**src/rtl/io_hub_pkg.sv**
```systemverilog
// Shared constants for io_hub: register byte offsets, STATUS bit positions, channel limit.
package io_hub_pkg;

  localparam int unsigned MAX_CH = 8;

  localparam int unsigned OUT_BASE   = 32'h00;
  localparam int unsigned IN_BASE    = 32'h20;
  localparam int unsigned STATUS_OFF = 32'h40;
  localparam int unsigned MASK_OFF   = 32'h44;

  localparam int unsigned ST_NON_EMPTY_LSB = MAX_CH;
  localparam int unsigned ST_WR_DROP       = 16;
  localparam int unsigned ST_RD_EMPTY      = 17;
  localparam int unsigned MASK_ERR_BIT     = 31;

endpackage

```
**src/rtl/io_hub_fifo.sv**
```systemverilog
// Synchronous FIFO for one io_hub input channel; push into full and pop from empty are ignored.
module io_hub_fifo #(
  parameter int unsigned DATA_W     = 32,
  parameter int unsigned FIFO_DEPTH = 4
) (
  input  logic              clk,
  input  logic              rst,
  input  logic              push,
  input  logic              pop,
  input  logic [DATA_W-1:0] wdata,
  output logic [DATA_W-1:0] head,
  output logic              full,
  output logic              empty
);

  localparam int unsigned PTR_W = $clog2(FIFO_DEPTH);
  localparam int unsigned CNT_W = PTR_W + 1;

  logic [DATA_W-1:0] mem [FIFO_DEPTH];
  logic [PTR_W-1:0]  wr_ptr;
  logic [PTR_W-1:0]  rd_ptr;
  logic [CNT_W-1:0]  count;
  logic              do_push;
  logic              do_pop;

  assign full    = (count == CNT_W'(FIFO_DEPTH));
  assign empty   = (count == '0);
  assign do_push = push & ~full;
  assign do_pop  = pop & ~empty;
  assign head    = mem[rd_ptr];

  // Pointers wrap naturally since the depth is a power of two.
  always_ff @(posedge clk) begin
    if (rst) begin
      wr_ptr <= '0;
      rd_ptr <= '0;
      count  <= '0;
    end else begin
      if (do_push) wr_ptr <= wr_ptr + PTR_W'(1);
      if (do_pop)  rd_ptr <= rd_ptr + PTR_W'(1);
      count <= count + CNT_W'(do_push) - CNT_W'(do_pop);
    end
  end

  always_ff @(posedge clk) begin
    if (do_push) mem[wr_ptr] <= wdata;
  end

endmodule

```
**src/rtl/io_hub.sv**
```systemverilog
// Memory-mapped IO hub: NUM_OUT 1-deep output channels, NUM_IN FIFO input channels, STATUS.
// Optional interrupt logic and IRQ_MASK register are built when IO_HUB_IRQ_EN is defined.
module io_hub
  import io_hub_pkg::*;
#(
  parameter int unsigned DATA_W     = 32,
  parameter int unsigned ADDR_W     = 8,
  parameter int unsigned NUM_OUT    = 2,
  parameter int unsigned NUM_IN     = 2,
  parameter int unsigned FIFO_DEPTH = 4
) (
  input  logic                      clk,
  input  logic                      rst,
  input  logic [ADDR_W-1:0]         io_addr,
  input  logic [DATA_W-1:0]         io_dout,
  input  logic                      io_we,
  input  logic                      io_rd,
  output logic [DATA_W-1:0]         io_din,
  output logic [NUM_OUT*DATA_W-1:0] out_data,
  output logic [NUM_OUT-1:0]        out_valid,
  input  logic [NUM_OUT-1:0]        out_ready,
  input  logic [NUM_IN*DATA_W-1:0]  in_data,
  input  logic [NUM_IN-1:0]         in_valid,
  output logic [NUM_IN-1:0]         in_ready,
  input  logic [ADDR_W-1:0]         chk_addr,
  output logic [DATA_W-1:0]         chk_data
`ifdef IO_HUB_IRQ_EN
  ,
  output logic                      irq
`endif
);

  localparam int unsigned WA_W = ADDR_W - 2;

  logic [WA_W-1:0]    io_wa;
  logic [WA_W-1:0]    chk_wa;
  logic [NUM_OUT-1:0] out_hit;
  logic [NUM_OUT-1:0] out_acc;
  logic [NUM_IN-1:0]  in_hit;
  logic [NUM_IN-1:0]  fifo_push;
  logic [NUM_IN-1:0]  fifo_pop;
  logic [NUM_IN-1:0]  fifo_full;
  logic [NUM_IN-1:0]  fifo_empty;
  logic [DATA_W-1:0]  fifo_head [NUM_IN];
  logic [DATA_W-1:0]  status_word;
  logic               wr_drop;
  logic               rd_empty;
  logic               wr_drop_set;
  logic               rd_empty_set;
  logic               status_wr;
  logic               unused_addr_bits;

  assign io_wa            = io_addr[ADDR_W-1:2];
  assign chk_wa           = chk_addr[ADDR_W-1:2];
  assign unused_addr_bits = ^{io_addr[1:0], chk_addr[1:0]};

  function automatic logic is_word(input logic [WA_W-1:0] wa, input int unsigned byte_off);
    return wa == WA_W'(byte_off >> 2);
  endfunction

  // Address decode and side-effect qualifiers for the current core access.
  always_comb begin
    out_hit = '0;
    out_acc = '0;
    in_hit  = '0;
    for (int unsigned k = 0; k < NUM_OUT; k++) begin
      out_hit[k] = io_we & is_word(io_wa, OUT_BASE + 4 * k);
      out_acc[k] = out_hit[k] & (~out_valid[k] | out_ready[k]);
    end
    for (int unsigned k = 0; k < NUM_IN; k++) begin
      in_hit[k] = io_rd & is_word(io_wa, IN_BASE + 4 * k);
    end
  end

  assign fifo_push    = in_valid & ~fifo_full;
  assign fifo_pop     = in_hit & ~fifo_empty;
  assign in_ready     = ~fifo_full;
  assign wr_drop_set  = |(out_hit & ~out_acc);
  assign rd_empty_set = |(in_hit & fifo_empty);
  assign status_wr    = io_we & is_word(io_wa, STATUS_OFF);

  always_ff @(posedge clk) begin
    if (rst) begin
      out_valid <= '0;
      out_data  <= '0;
    end else begin
      for (int unsigned k = 0; k < NUM_OUT; k++) begin
        if (out_acc[k]) begin
          out_data[k*DATA_W +: DATA_W] <= io_dout;
          out_valid[k]                 <= 1'b1;
        end else if (out_valid[k] & out_ready[k]) begin
          out_valid[k] <= 1'b0;
        end
      end
    end
  end

  // Sticky error flags: a new error in the same cycle as a W1C clear keeps the flag set.
  always_ff @(posedge clk) begin
    if (rst) begin
      wr_drop  <= 1'b0;
      rd_empty <= 1'b0;
    end else begin
      if (wr_drop_set)                         wr_drop <= 1'b1;
      else if (status_wr & io_dout[ST_WR_DROP]) wr_drop <= 1'b0;
      if (rd_empty_set)                          rd_empty <= 1'b1;
      else if (status_wr & io_dout[ST_RD_EMPTY]) rd_empty <= 1'b0;
    end
  end

  for (genvar g = 0; g < NUM_IN; g++) begin : g_in
    io_hub_fifo #(
      .DATA_W     (DATA_W),
      .FIFO_DEPTH (FIFO_DEPTH)
    ) u_fifo (
      .clk   (clk),
      .rst   (rst),
      .push  (fifo_push[g]),
      .pop   (fifo_pop[g]),
      .wdata (in_data[g*DATA_W +: DATA_W]),
      .head  (fifo_head[g]),
      .full  (fifo_full[g]),
      .empty (fifo_empty[g])
    );
  end

  always_comb begin
    status_word                              = '0;
    status_word[NUM_OUT-1:0]                 = out_valid;
    status_word[ST_NON_EMPTY_LSB +: NUM_IN]  = ~fifo_empty;
    status_word[ST_WR_DROP]                  = wr_drop;
    status_word[ST_RD_EMPTY]                 = rd_empty;
  end

`ifdef IO_HUB_IRQ_EN
  logic [NUM_IN-1:0] mask_in;
  logic              mask_err;
  logic [DATA_W-1:0] mask_word;

  always_ff @(posedge clk) begin
    if (rst) begin
      mask_in  <= '0;
      mask_err <= 1'b0;
      irq      <= 1'b0;
    end else begin
      if (io_we & is_word(io_wa, MASK_OFF)) begin
        mask_in  <= io_dout[NUM_IN-1:0];
        mask_err <= io_dout[MASK_ERR_BIT];
      end
      irq <= |(~fifo_empty & mask_in) | (mask_err & (wr_drop | rd_empty));
    end
  end

  always_comb begin
    mask_word               = '0;
    mask_word[NUM_IN-1:0]   = mask_in;
    mask_word[MASK_ERR_BIT] = mask_err;
  end
`endif

  // Pure readback mux shared by the core port and the debug port; no side effects here.
  function automatic logic [DATA_W-1:0] read_word(input logic [WA_W-1:0] wa);
    logic [DATA_W-1:0] r;
    r = '0;
    for (int unsigned k = 0; k < NUM_OUT; k++) begin
      if (is_word(wa, OUT_BASE + 4 * k)) r = out_data[k*DATA_W +: DATA_W];
    end
    for (int unsigned k = 0; k < NUM_IN; k++) begin
      if (is_word(wa, IN_BASE + 4 * k) && !fifo_empty[k]) r = fifo_head[k];
    end
    if (is_word(wa, STATUS_OFF)) r = status_word;
`ifdef IO_HUB_IRQ_EN
    if (is_word(wa, MASK_OFF)) r = mask_word;
`endif
    return r;
  endfunction

  always_comb io_din   = read_word(io_wa);
  always_comb chk_data = read_word(chk_wa);

endmodule

```
**config.mk**
```make
export PLATFORM = sky130hd
export DESIGN_NAME = io_hub
export DESIGN_NICKNAME = d
export VERILOG_FILES = /design/src/rtl/io_hub_pkg.sv /design/src/rtl/io_hub_fifo.sv /design/src/rtl/io_hub.sv
export SDC_FILE = /design/constraint.sdc
export NUM_CORES = 1
export LEC_CHECK = 0
export BUFFER_PORTS_ARGS = -buffer_cell sky130_fd_sc_hd__clkbuf_2
export CAP_MARGIN = 20
export CORE_MARGIN = 3
export CORE_UTILIZATION = 51
export DETAILED_ROUTE_END_ITERATION = 16
export PLACE_DENSITY = 0.86
export RECOVER_POWER = 100
export SYNTH_ARGS = -nofsm -noshare
export SYNTH_HDL_FRONTEND = slang
export SYNTH_SLANG_ARGS = --single-unit
```
**constraint.sdc**
```tcl
create_clock -name clk -period 2.9 [get_ports clk]
set_input_delay 0.145 -clock clk [delete_from_list [all_inputs] [get_ports clk]]
set_output_delay 0.145 -clock clk [all_outputs]
set_load 0.1 [all_outputs]
```
After elaboration in Yosys (flattened, before gate mapping)
Memory sizes are Yosys's and may differ from the RTL's. A register that Yosys moved wholly into a read port is not among the register bits. Index checks and enable logic that the tools add are counted. Widths: inputs -> output; s select.

Register bits after elaboration: 82. Memories kept: 2. Input bits: 120. Logic and storage cells: 104. RAM bits: 256.

Reduce and logical (&&, ||, !) cells: 16. Bitwise gates (word level): 30. $add $sub $neg: 8. Mux-type cells: 26. Equal/unequal tests: 10.

Memories: g_in[0].u_fifo.mem (words 4, width 32, read ports 1, clocked after memory_dff 1, wr ports 1, line io_hub_fifo.sv:19) `logic [DATA_W-1:0] mem [FIFO_DEPTH];`; g_in[1].u_fifo.mem (words 4, width 32, read ports 1, clocked after memory_dff 1, wr ports 1, line io_hub_fifo.sv:19).

Operator list (number): $mux 32 (10); $eq 6x4->1 const B (4); $and 1x1->1 (15); $eq 6x1->1 const B (2); $eq 6x5->1 const B (2); $logic_not 6->1 (2); $mux 1 (12); $add 2x1->2 const B (4); $and 2x2->2 (4); $mux 2 (4); $reduce_bool 2->1 (4); $add 3x1->3 (2); $eq 3x3->1 const B (2); $logic_not 3->1 (2); $not 1->1 (6); $not 2->2 (3); $sub 3x1->3 (2); $logic_and 1x1->1 (4); $reduce_or 2->1 (2); $logic_not 1->1 (2); $or 1x1->1 (2).

Logic depth before layout (Yosys ltp)
Gate-level depths: netlist of run 1.

Depth after elaboration: 7. Depth in mapped cells: 12. Depth with buffers taken out: 10.

By module
Synthesis of run 1 repeated with hierarchy kept, for this count alone.

Cells, all modules: 1061. Area total of the unflattened synthesis: 14715.4 um^2.

By module, submodules not included: io_hub_fifo at g_in[0].u_fifo (sequential area each 4023.9 um^2, times used 1, cells an instance 218, area each 5139.9 um^2); io_hub_fifo at g_in[1].u_fifo (sequential area each 4023.9 um^2, times used 1, cells an instance 218, area each 5126.2 um^2); io_hub (sequential area each 1361.3 um^2, times used 1, cells an instance 625, area each 4449.3 um^2).

Worst setup path after synthesis of run 1
OpenSTA, ideal clock, no wires.

Path kind: input-to-output. From: in chk_addr[3]. To: out chk_data[0]. Required time: 2755 ps. Setup slack: -984 ps. Stages on the path: 5. Path buffers: 1. Arrival: 3739 ps. Cells stage by stage: or4b_1 nor3_1 clkbuf_1 a2bb2oi_1 o31ai_1.

Word-level cells in the longest chain between the ends: 6. Elaborated cells between the ends (all ways): 12. Those cells by class: eq/ne (4); mux (5); reduce/logical (3).

Ends and longest elaborated chain: start, declared (line io_hub.sv:25) `input logic [ADDR_W-1:0] chk_addr,`; $logic_not 6->1 (line io_hub.sv:58) `return wa == WA_W'(byte_off >> 2);`; $mux 32 (2 in a row) (line io_hub.sv:166) `if (is_word(wa, OUT_BASE + 4 * k)) r = out_data[k*DATA_W +: DATA_W];`; $mux 32 (2 in a row) (line io_hub.sv:169) `if (is_word(wa, IN_BASE + 4 * k) && !fifo_empty[k]) r = fifo_head[k];`; $mux 32 (*) (line io_hub.sv:171) `if (is_word(wa, STATUS_OFF)) r = status_word;`; end, declared (line io_hub.sv:26) `output logic [DATA_W-1:0] chk_data`.

Every way passes the cells marked *; elsewhere a longest branch is shown, timed or not.

Worst setup path after layout of run 1
From: in io_addr[2]. To: out io_din[2].

Word-level cells in the longest chain between the ends: 6. Elaborated cells between the ends (all ways): 12. Those cells by class: eq/ne (4); mux (5); reduce/logical (3).

Ends and longest elaborated chain: start, declared (line io_hub.sv:14) `input logic [ADDR_W-1:0] io_addr,`; $logic_not 6->1 (line io_hub.sv:58); $mux 32 (2 in a row) (line io_hub.sv:166); $mux 32 (2 in a row) (line io_hub.sv:169); $mux 32 (*) (line io_hub.sv:171); end, declared (line io_hub.sv:18) `output logic [DATA_W-1:0] io_din,`.

Marked as above.

==> reports/summary.txt, run 1 <==
unrepaired setup endpoints after global routing: false
Reg area: 9410 sq um
Achievable Freq: 350 MHz
status: finished, final reports clean
leading cell types in the layout, fill and taps excluded: edfxtp_1, clkbuf_1, nand2_1
Root Buffer: clkbuf_16
final wirelength: 47300 um
first-pass GRT wire length: 70400 um
required time of the critical path: 2.76 ns
Std-Cell Rows: 60
Crit path max-delay family: buffers and inverters
Place WS: 0.0875 ns
placed cell count: 1650
IO Port Bufs: 247
Hold Slack: 0.0379 ns
initial antenna violation count: 1
crit path kind: in2out
period utilisation layout: 98.4%
maximum VDD drop: 0.441 mV
reg2reg start: g_in[0].u_fifo.count[1]
CTS H-tree lvls: 2
Worst Min Path Start: io_rd
Via Count: 11400
slew of the pin with the lowest slew margin: 1.30 ns
most common cell after layout, fill and taps aside: edfxtp_1
wire per inst: 26.0 um
clock skew: 0.0188 ns
GRT Total Usage: 30.7%
CP startpoint kind: input port
main flop type after synthesis: edfxtp_1
crit path cell chain: clkbuf_1 > buf_4 > nor2b_1 > clkbuf_2 > a22oi_1 > o21ai_0 > buf_12
Mapped Cells: 1058
Final Net Count: 1550
number of global-route vias before repair: 11800
Die Ht: 174 um
Routed Antenna Nets: 0
syn nets: 1192
fin util: 69.4%
Die Wd: 174 um
CP Buf/Inv Count: 4
RR Endpoint: g_in[0].u_fifo.mem[3][22]
Final setup viols: 0
Worst path max stage delay: 0.55 ns
slowest library cell on the worst path: clkbuf_2
Synth async-reset ratio: 0%
CTS tree: yes
vias per cell: 6.29
clock transition at the registers of the reported paths: 0.06 ns
final RePlAce weighted congestion: 0.933
WHS Endpoint: rd_empty
core area: 27300 sq um
FILL cells: 1948
clk_lat worst skew: 0.52 ns
Max clock buf depth: 3
hold depth: 3
TritonCTS buffer count: 36
peak fanout along the critical path: 18
Final Max Slew Viols: 0
arrival time worst endpoint: 2.71 ns
Hold Crit Class: in2reg
Syn Std Cell Area: 14400 sq um
Worst setup EP type: primary output
Clock Sinks: 342
Reg2Reg Setup Slack: 0.21 ns
Layout Cells excl Fill: 1816
ratio of cells with drive above 1 in the final layout: 21.6%
#FFs+latches synth: 342
grt ovf: 0
Reg2Reg Depth: 4
sequential area share after synthesis: 65.4%
Initial Utilization: 52.6%
full die area: 30300 sq um
largest net degree at the start of global routing: 44
num ports: 252
Residual DRC: 0
Pwr per Cell Area: 632 nW/um^2
Yosys cell types: 46
Iteration-0 DRC Markers: 1382
total number of yosys warnings: 0
Post-synth EDFFs: 256
area of the multi-input gates: 4760 sq um
Final Hold Fails: 0
PnR worst setup slack: 0.0459 ns
First-pass DRT Iterations: 6
HPWL Detailed: 31200 um
Mean Syn Cell Area: 13.6 sq um
Pleak: 6.28 nW
max cap viols: 0
fin crit period: 2.85 ns
Layout area overhead: 31.9%
Slew Limit Headroom: 13.7%
## cell families after synthesis
family                     after synthesis  share of synthesized area [%]
xor gates and xnor gates                 6                          0.365
muxes                                   82                           11.3
buffers and inverters                   92                           2.48
and+or+nand+nor                        234                           7.25
adders and majority gates               14                           1.32
AOI/OAI and AO/OA                      288                           11.9
DFF                                    342                           65.4
## through the flow
| stage | setup TNS, ns | power (W) | area [sq um] |
|---|---|---|---|
| floorplan | -0.540 | 0.00690 | 14600 |
| detailed placement | 0 | 0.00762 | 17400 |
| global route | 0 | 0.0124 | 19000 |
| CTS | 0 | 0.0121 | 19600 |
| finish | 0 | 0.0120 | 19000 |
| global placement | 0 | 0.00752 | 17400 |
## state kept, by name (all words and copies together) (netlist names), named ones only
| name | count |
|---|---|
| out_data | 64 |
| out_valid | 2 |
| g_in.u_fifo.mem | 256 |
| g_in.u_fifo.wr_ptr | 4 |
| wr_drop | 1 |
| g_in.u_fifo.rd_ptr | 4 |
| rd_empty | 1 |
| g_in.u_fifo.count | 6 |
## what timing repair did
action,4_1_cts,5_1_grt
resized for setup,2,3
setup buffers,0,0
hold buffers,100,0
pin swaps,0,0
endpoints found under the setup margin,5,7
endpoints found under the hold margin,324,0
## cells in the mapped netlist, drive strengths merged, types with 2 or more instances
master | n | share of area [%]
and2 | 8 | 0.35
nor2b | 5 | 0.22
and4 | 3 | 0.18
edfxtp | 256 | 53
a21oi | 135 | 4.7
nand3 | 6 | 0.21
or4 | 3 | 0.16
o21ai | 61 | 2.1
nand2 | 141 | 3.7
nor3b | 2 | 0.14
or3 | 5 | 0.22
a2bb2oi | 6 | 0.37
nor4 | 6 | 0.30
inv | 18 | 0.47
dfxtp | 86 | 12
o31ai | 5 | 0.26
a22oi | 63 | 3.3
buf | 10 | 0.33
mux2i | 17 | 1.2
nand4 | 4 | 0.17
a31o | 3 | 0.18
xnor2 | 6 | 0.37
fa | 2 | 0.28
ha | 12 | 1.0
a221o | 9 | 0.63
nand2b | 3 | 0.13
nor3 | 9 | 0.38
mux4 | 64 | 10
nor2 | 36 | 0.94
a21boi | 2 | 0.10
clkbuf | 63 | 1.7
## worst max path at each step
stage	slack, ns	depth (start not counted)	start	end
6_report	0.05	7	io_addr[2]	io_din[2]
2_1_floorplan	-0.13	5	g_in[1].u_fifo.count[2]	chk_data[0]
5_1_grt	0.01	5	register	io_din[18]
3_3_place_gp	0.19	11	io_addr[6]	g_in[1].u_fifo.count[2]
4_1_cts	0.06	7	g_in[1].u_fifo.count[2]	chk_data[9]
3_5_place_dp	0.09	11	io_addr[6]	g_in[1].u_fifo.count[2]
## where the power goes
| group | internal (W) | switching [W] | total, W |
|---|---|---|---|
| Clock | 0.00258 | 0.00183 | 0.00441 |
| Sequential | 0.00575 | 0.000135 | 0.00589 |
| Combinational | 0.000579 | 0.00113 | 0.00171 |
| Total | 0.00891 | 0.00309 | 0.0120 |
## per-layer routing
metal,global-route usage (%),part of all wire [%],wire [um],up-vias
met2,49.7,48,22600,908
met1,37.4,34,16000,5521
met5,0,0,0,-
met3,9.63,12,5870,208
li1,-,-,-,4783
met4,15.7,6.1,2880,0
## tightest hold or removal path, cell delays in order
cell and delay, ns:
clkbuf_2 0.16, nand4_1 0.13, a21oi_1 0.06
## layout make-up
| type | count | area share (%) |
|---|---|---|
| sequential | 342 | 49.6 |
| multi-input combinational | 624 | 25.1 |
| timing repair buffer | 393 | 16.5 |
| clock buffer | 54 | 5.49 |
| tap | 372 | 2.45 |
| clock inverter | 11 | 0.448 |
| inverter | 19 | 0.376 |
| antenna | 1 | 0.0132 |
Note: power is estimated with default switching activity, not from simulation.
==> inputs of run 2 (changes only) <==
- SETUP_SLACK_MARGIN: not set -> 0.5
==> run 2 against run 1 <==
Against the previous run: critical path depth is the same; sequential share of layout area shrank 4.7 points; worst hold slack lost 0.0069 ns; worst setup slack gained 0.056 ns; first-iteration DRC count grew 26%; global-route usage grew 4.4 points; clock skew grew 0.0090 ns; register-to-register slack gained 0.10 ns; wire length grew 19%; sequential power is essentially flat.
==> reports/summary.txt, run 2 (synthesis gave the netlist of run 1 again) <==
Max clock buf depth: 3 (unchanged)
Std-Cell Rows: 60 (unchanged)
Initial Utilization: 52.6% (unchanged)
Final setup viols: 0 (unchanged)
Clock Sinks: 342 (unchanged)
fin crit period: 2.80 ns (was 2.85 ns)
biggest regs: g_in.u_fifo.mem x256, out_data x64, g_in.u_fifo.count x6 (unchanged)
Final Hold Fails: 0 (unchanged)
Final Net Count: 1597 (was 1550)
Die Ht: 174 um (unchanged)
Flop pwr share: 46.3% (was 49.1%)
number of global-route vias before repair: 12700 (was 11800)
CP startpoint kind: input port (unchanged)
Hold Crit Class: in2reg (unchanged)
Pleak: 6.95 nW (was 6.28 nW)
required time of the critical path: 2.76 ns (about the same)
fin util: 77.0% (was 69.4%)
Pwr Total: 0.0128 W (was 0.0120 W)
combinational power share: 17.0% (was 14.2%)
num ports: 252 (unchanged)
core area: 27300 sq um (unchanged)
internal power: 0.00927 W (was 0.00891 W)
largest net degree at the start of global routing: 34 (was 44)
full die area: 30300 sq um (unchanged)
Root Buffer: clkbuf_16 (unchanged)
First-pass DRT Iterations: 6 (unchanged)
Residual DRC: 0 (unchanged)
max cap viols: 0 (unchanged)
initial antenna violation count: 5 (was 1)
Layout area overhead: 46.2% (was 31.9%)
clk_lat worst skew: 0.53 ns (was 0.52 ns)
part of the power in the clock network: 36.8% (was 36.7%)
Iteration-0 DRC Markers: 1738 (was 1382)
Psw: 0.00351 W (was 0.00309 W)
wire per inst: 30.1 um (was 26.0 um)
leading cell types in the layout, fill and taps excluded: edfxtp_1, nand2_1, clkbuf_1 (was edfxtp_1, clkbuf_1, nand2_1)
CTS H-tree lvls: 2 (unchanged)
final RePlAce weighted congestion: 0.970 (was 0.933)
TritonCTS buffer count: 36 (unchanged)
Die Wd: 174 um (unchanged)
CTS tree: yes (unchanged)
Achievable Freq: 357 MHz (was 350 MHz)
Setup TNS: 0 ns (unchanged)
number of flip-flops under the largest register name: 256 (unchanged)
clock transition at the registers of the reported paths: 0.07 ns (was 0.06 ns)
final wirelength: 56200 um (was 47300 um)
most common cell after layout, fill and taps aside: edfxtp_1 (unchanged)
Routed Antenna Nets: 0 (unchanged)
vias per cell: 6.64 (was 6.29)
slew of the pin with the lowest slew margin: 1.35 ns (was 1.30 ns)
FILL cells: 1525 (was 1948)
maximum VDD drop: 0.583 mV (was 0.441 mV)
grt ovf: 0 (unchanged)
IO Port Bufs: 247 (unchanged)
unrepaired setup endpoints after global routing: true (was false)
Net Sw Frac: 27.5% (was 25.8%)
period utilisation layout: 96.5% (was 98.4%)
ratio of cells with drive above 1 in the final layout: 34.4% (was 21.6%)
status: finished, final reports clean (unchanged)
arrival time worst endpoint: 2.65 ns (was 2.71 ns)
Pwr per Cell Area: 607 nW/um^2 (was 632 nW/um^2)
first-pass GRT wire length: 79600 um (was 70400 um)
Via Count: 12400 (was 11400)
clock skew: 0.0277 ns (was 0.0188 ns)
Final Max Slew Viols: 0 (unchanged)
crit path kind: in2out (unchanged)
Worst setup EP type: primary output (unchanged)
Most flops, register: g_in.u_fifo.mem (unchanged)
GRT Total Usage: 35.1% (was 30.7%)
Slew Limit Headroom: 10.1% (was 13.7%)
peak fanout along the critical path: 14 (was 18)
HPWL Detailed: 31600 um (was 31200 um)
==> run 2: layout make-up <==
cell class | instances | area [sq um] | share of cell area, %
Sequential cell | 342 | 9440 | 44.9
Multi-Input combinational cell | 624 | 5850 | 27.8
Timing Repair Buffer | 440 | 4000 | 19.0
Clock buffer | 44 | 1000 | 4.77
Tap cell | 372 | 465 | 2.21
Clock inverter | 20 | 198 | 0.940
Inverter | 19 | 71.3 | 0.339
Antenna cell | 5 | 12.5 | 0.0595
==> run 2: metrics by stage <==
stage                     setup WS [ns]  hold slack (ns)  cells  cell area, sq um
after floorplan                  0.0634            0.244   1058             15000
after global placement            0.371            0.360   1654             17800
after detailed placement          0.278            0.366   1654             17800
after CTS                         0.397          0.00577   1848             21000
after global routing              0.145           0.0476   1866             21000
final                             0.102           0.0310   1866             21000
==> run 2: critical path, cell delays in order <==
cell and delay (ns):
clkbuf_2 0.22, buf_4 0.38, nor2b_1 0.89, buf_4 0.38, a22oi_2 0.11, o21ai_4 0.16, clkbuf_4 0.35
==> run 2: timing repair <==
action,4_1_cts,5_1_grt
cloned,9,3
endpoints found under the setup margin,65,66
pin swaps,69,28
hold endpoints to repair,321,0
gates resized for setup,182,46
setup buffers,24,10
hold buffers,97,0
==> run 2: worst paths after layout <==
| kind | start | endpoint | slack [ns] | depth (start not counted) |
|---|---|---|---|---|
| setup / recovery | io_addr[2] | io_din[23] | 0.10 | 7 |
| hold / removal | out_ready[0] | out_valid[0] | 0.03 | 3 |
| setup reg to reg | g_in[0].u_fifo.count[1] | g_in[0].u_fifo.count[2] | 0.31 | 10 |
| hold reg to reg | out_data[16] | out_data[16] | 0.50 | 2 |
==> run 2: metal layers <==
layer | track usage [%] | wire length, um | part of all wire (%) | vias to the layer above
li1 | - | - | - | 4915
met3 | 10.6 | 7290 | 13 | 343
met4 | 22.2 | 4640 | 8.3 | 0
met5 | 0 | 0 | 0 | -
met1 | 41.2 | 17800 | 32 | 5973
met2 | 56.8 | 26400 | 47 | 1163
==> run 2: power by group through the flow <==
| stage | logic (W) | clock network [W] | registers (W) |
|---|---|---|---|
| floorplan | 0.000970 | 0 | 0.00597 |
| global placement | 0.00161 | 0 | 0.00595 |
| detailed placement | 0.00166 | 0 | 0.00599 |
| CTS | 0.00200 | 0.00466 | 0.00588 |
| global route | 0.00222 | 0.00491 | 0.00594 |
| finish | 0.00217 | 0.00470 | 0.00591 |
==> inputs of run 3 (changes only) <==
- PLACE_DENSITY: 0.86 -> 0.8
==> run 3 against run 2 <==
Against the previous run: sequential power is essentially flat; register-to-register slack gained 0.05 ns; sequential cell count is the same; highest routed layer unchanged; worst setup slack gained 0.026 ns; total power shrank 1.2%; final cell count shrank 0.91%; critical path type unchanged; sequential share of layout area grew 0.92 points; critical path depth is the same; clock skew shrank 0.018 ns; largest cell class unchanged; design area shrank 2.0%.
==> reports/summary.txt, run 3 (synthesis gave the netlist of run 1 again) <==
placed cell count: 1658 (was 1654)
slew of the pin with the lowest slew margin: 1.34 ns (was 1.35 ns)
largest net degree at the start of global routing: 35 (was 34)
final wirelength: 49700 um (was 56200 um)
Std-Cell Rows: 60 (unchanged)
num ports: 252 (unchanged)
biggest regs: g_in.u_fifo.mem x256, out_data x64, g_in.u_fifo.count x6 (unchanged)
Final Max Slew Viols: 0 (unchanged)
status: finished, final reports clean (unchanged)
leading cell types in the layout, fill and taps excluded: edfxtp_1, clkbuf_1, nand2_1 (was edfxtp_1, nand2_1, clkbuf_1)
Die Ht: 174 um (unchanged)
ratio of cells with drive above 1 in the final layout: 32.8% (was 34.4%)
max cap viols: 0 (unchanged)
core area: 27300 sq um (unchanged)
GRT Total Usage: 31.7% (was 35.1%)
Worst path max stage delay: 0.94 ns (was 0.89 ns)
Setup TNS: 0 ns (unchanged)
full die area: 30300 sq um (unchanged)
Layout area overhead: 43.3% (was 46.2%)
number of flip-flops under the largest register name: 256 (unchanged)
peak fanout along the critical path: 13 (was 14)
Achievable Freq: 361 MHz (was 357 MHz)
PnR worst setup slack: 0.129 ns (was 0.102 ns)
unrepaired setup endpoints after global routing: true (unchanged)
Residual DRC: 0 (unchanged)
Max clock buf depth: 3 (unchanged)
clk_lat worst skew: 0.51 ns (was 0.53 ns)
Ant. Diodes: 0 (was 5)
Root Buffer: clkbuf_16 (unchanged)
Pwr per Cell Area: 613 nW/um^2 (was 607 nW/um^2)
Final Hold Fails: 0 (unchanged)
required time of the critical path: 2.76 ns (about the same)
CP startpoint kind: input port (unchanged)
Place WS: 0.332 ns (was 0.278 ns)
vias per cell: 6.35 (was 6.64)
TritonCTS buffer count: 37 (was 36)
Pleak: 6.72 nW (was 6.95 nW)
Clock Sinks: 342 (unchanged)
HPWL Detailed: 30700 um (was 31600 um)
most common cell after layout, fill and taps aside: edfxtp_1 (unchanged)
initial antenna violation count: 0 (was 5)
Die Wd: 174 um (unchanged)
CTS H-tree lvls: 2 (unchanged)
arrival time worst endpoint: 2.63 ns (was 2.65 ns)
FILL cells: 1603 (was 1525)
period utilisation layout: 95.6% (was 96.5%)
Most flops, register: g_in.u_fifo.mem (unchanged)
number of global-route vias before repair: 12200 (was 12700)
crit path kind: in2out (unchanged)
wire per inst: 26.9 um (was 30.1 um)
Slew Limit Headroom: 11.3% (was 10.1%)
Worst setup EP type: primary output (unchanged)
Layout Cells excl Fill: 1849 (was 1866)
maximum VDD drop: 0.537 mV (was 0.583 mV)
Hold Crit Class: in2reg (unchanged)
final RePlAce weighted congestion: 1.03 (was 0.970)
area of the multi-input gates: 5720 sq um (was 5850 sq um)
First-pass DRT Iterations: 5 (was 6)
CTS tree: yes (unchanged)
Pwr Total: 0.0126 W (was 0.0128 W)
grt ovf: 0 (unchanged)
Iteration-0 DRC Markers: 1352 (was 1738)
Via Count: 11700 (was 12400)
Routed Antenna Nets: 0 (unchanged)
clock skew: 0.00937 ns (was 0.0277 ns)
fin crit period: 2.77 ns (was 2.80 ns)
clock transition at the registers of the reported paths: 0.06 ns (was 0.07 ns)
crit path cell chain: clkbuf_2 > clkbuf_1 > nor2b_1 > buf_4 > a22oi_2 > o21ai_4 > clkbuf_4 (was clkbuf_2 > buf_4 > nor2b_1 > buf_4 > a22oi_2 > o21ai_4 > clkbuf_4)
Final Net Count: 1583 (was 1597)
slowest library cell on the worst path: clkbuf_1 (was nor2b_1)
first-pass GRT wire length: 73400 um (was 79600 um)
Initial Utilization: 52.6% (unchanged)
Final setup viols: 0 (unchanged)
Reg area: 9440 sq um (about the same)
IO Port Bufs: 247 (unchanged)
-- run 3: metal layers --
| layer | vias to the layer above | global-route usage, % | wire, um |
|---|---|---|---|
| met3 | 238 | 7.58 | 5520 |
| met5 | - | 0 | 0 |
| met4 | 0 | 16.0 | 3270 |
| met1 | 5692 | 39.6 | 17100 |
| met2 | 955 | 52.0 | 23800 |
| li1 | 4863 | - | - |
-- run 3: critical path: cells and delay by family --
kind	cells	cell delay, ns
compound gates	2	0.28
simple gates	1	0.36
buf+inv	4	1.82
-- run 3: report_power, final --
| group | switching (W) | internal (W) |
|---|---|---|
| Clock | 0.00189 | 0.00285 |
| Combinational | 0.00128 | 0.000708 |
| Sequential | 0.000149 | 0.00575 |
-- run 3: cell type report --
cell class | count | share of cell area (%)
clock buffer | 50 | 4.98
clock inverter | 17 | 0.935
inverter | 19 | 0.346
multi-input combinational | 624 | 27.8
sequential | 342 | 45.8
tap | 372 | 2.26
timing repair buffer | 425 | 17.9
-- run 3: final timing paths --
kind / from / to / slack [ns] / cells after the start
min: out_ready[0] / out_valid[0] / 0.05 / 3
max: io_addr[2] / io_din[26] / 0.13 / 7
max reg2reg: g_in[1].u_fifo.count[0] / g_in[1].u_fifo.mem[2][11] / 0.36 / 4
min reg2reg: out_data[62] / out_data[62] / 0.49 / 2
-- run 3: timing repair --
item                                   in CTS  in global routing
pin swaps                                  38                 41
buffers inserted                           13                  8
resized for setup                         132                 54
gates cloned                                3                  2
hold buffers                               98                  0
endpoints found under the hold margin     323                  0
setup endpoints to repair                  67                 65
-- run 3: metrics by stage --
stage,hold slack (ns),instance area [sq um],util [%]
3_5_place_dp,0.367,17800,65.0
6_report,0.0515,20600,75.4
4_1_cts,0.0290,20700,75.6
5_1_grt,0.0667,20600,75.4
2_1_floorplan,0.244,15000,-
3_3_place_gp,0.360,17800,65.0
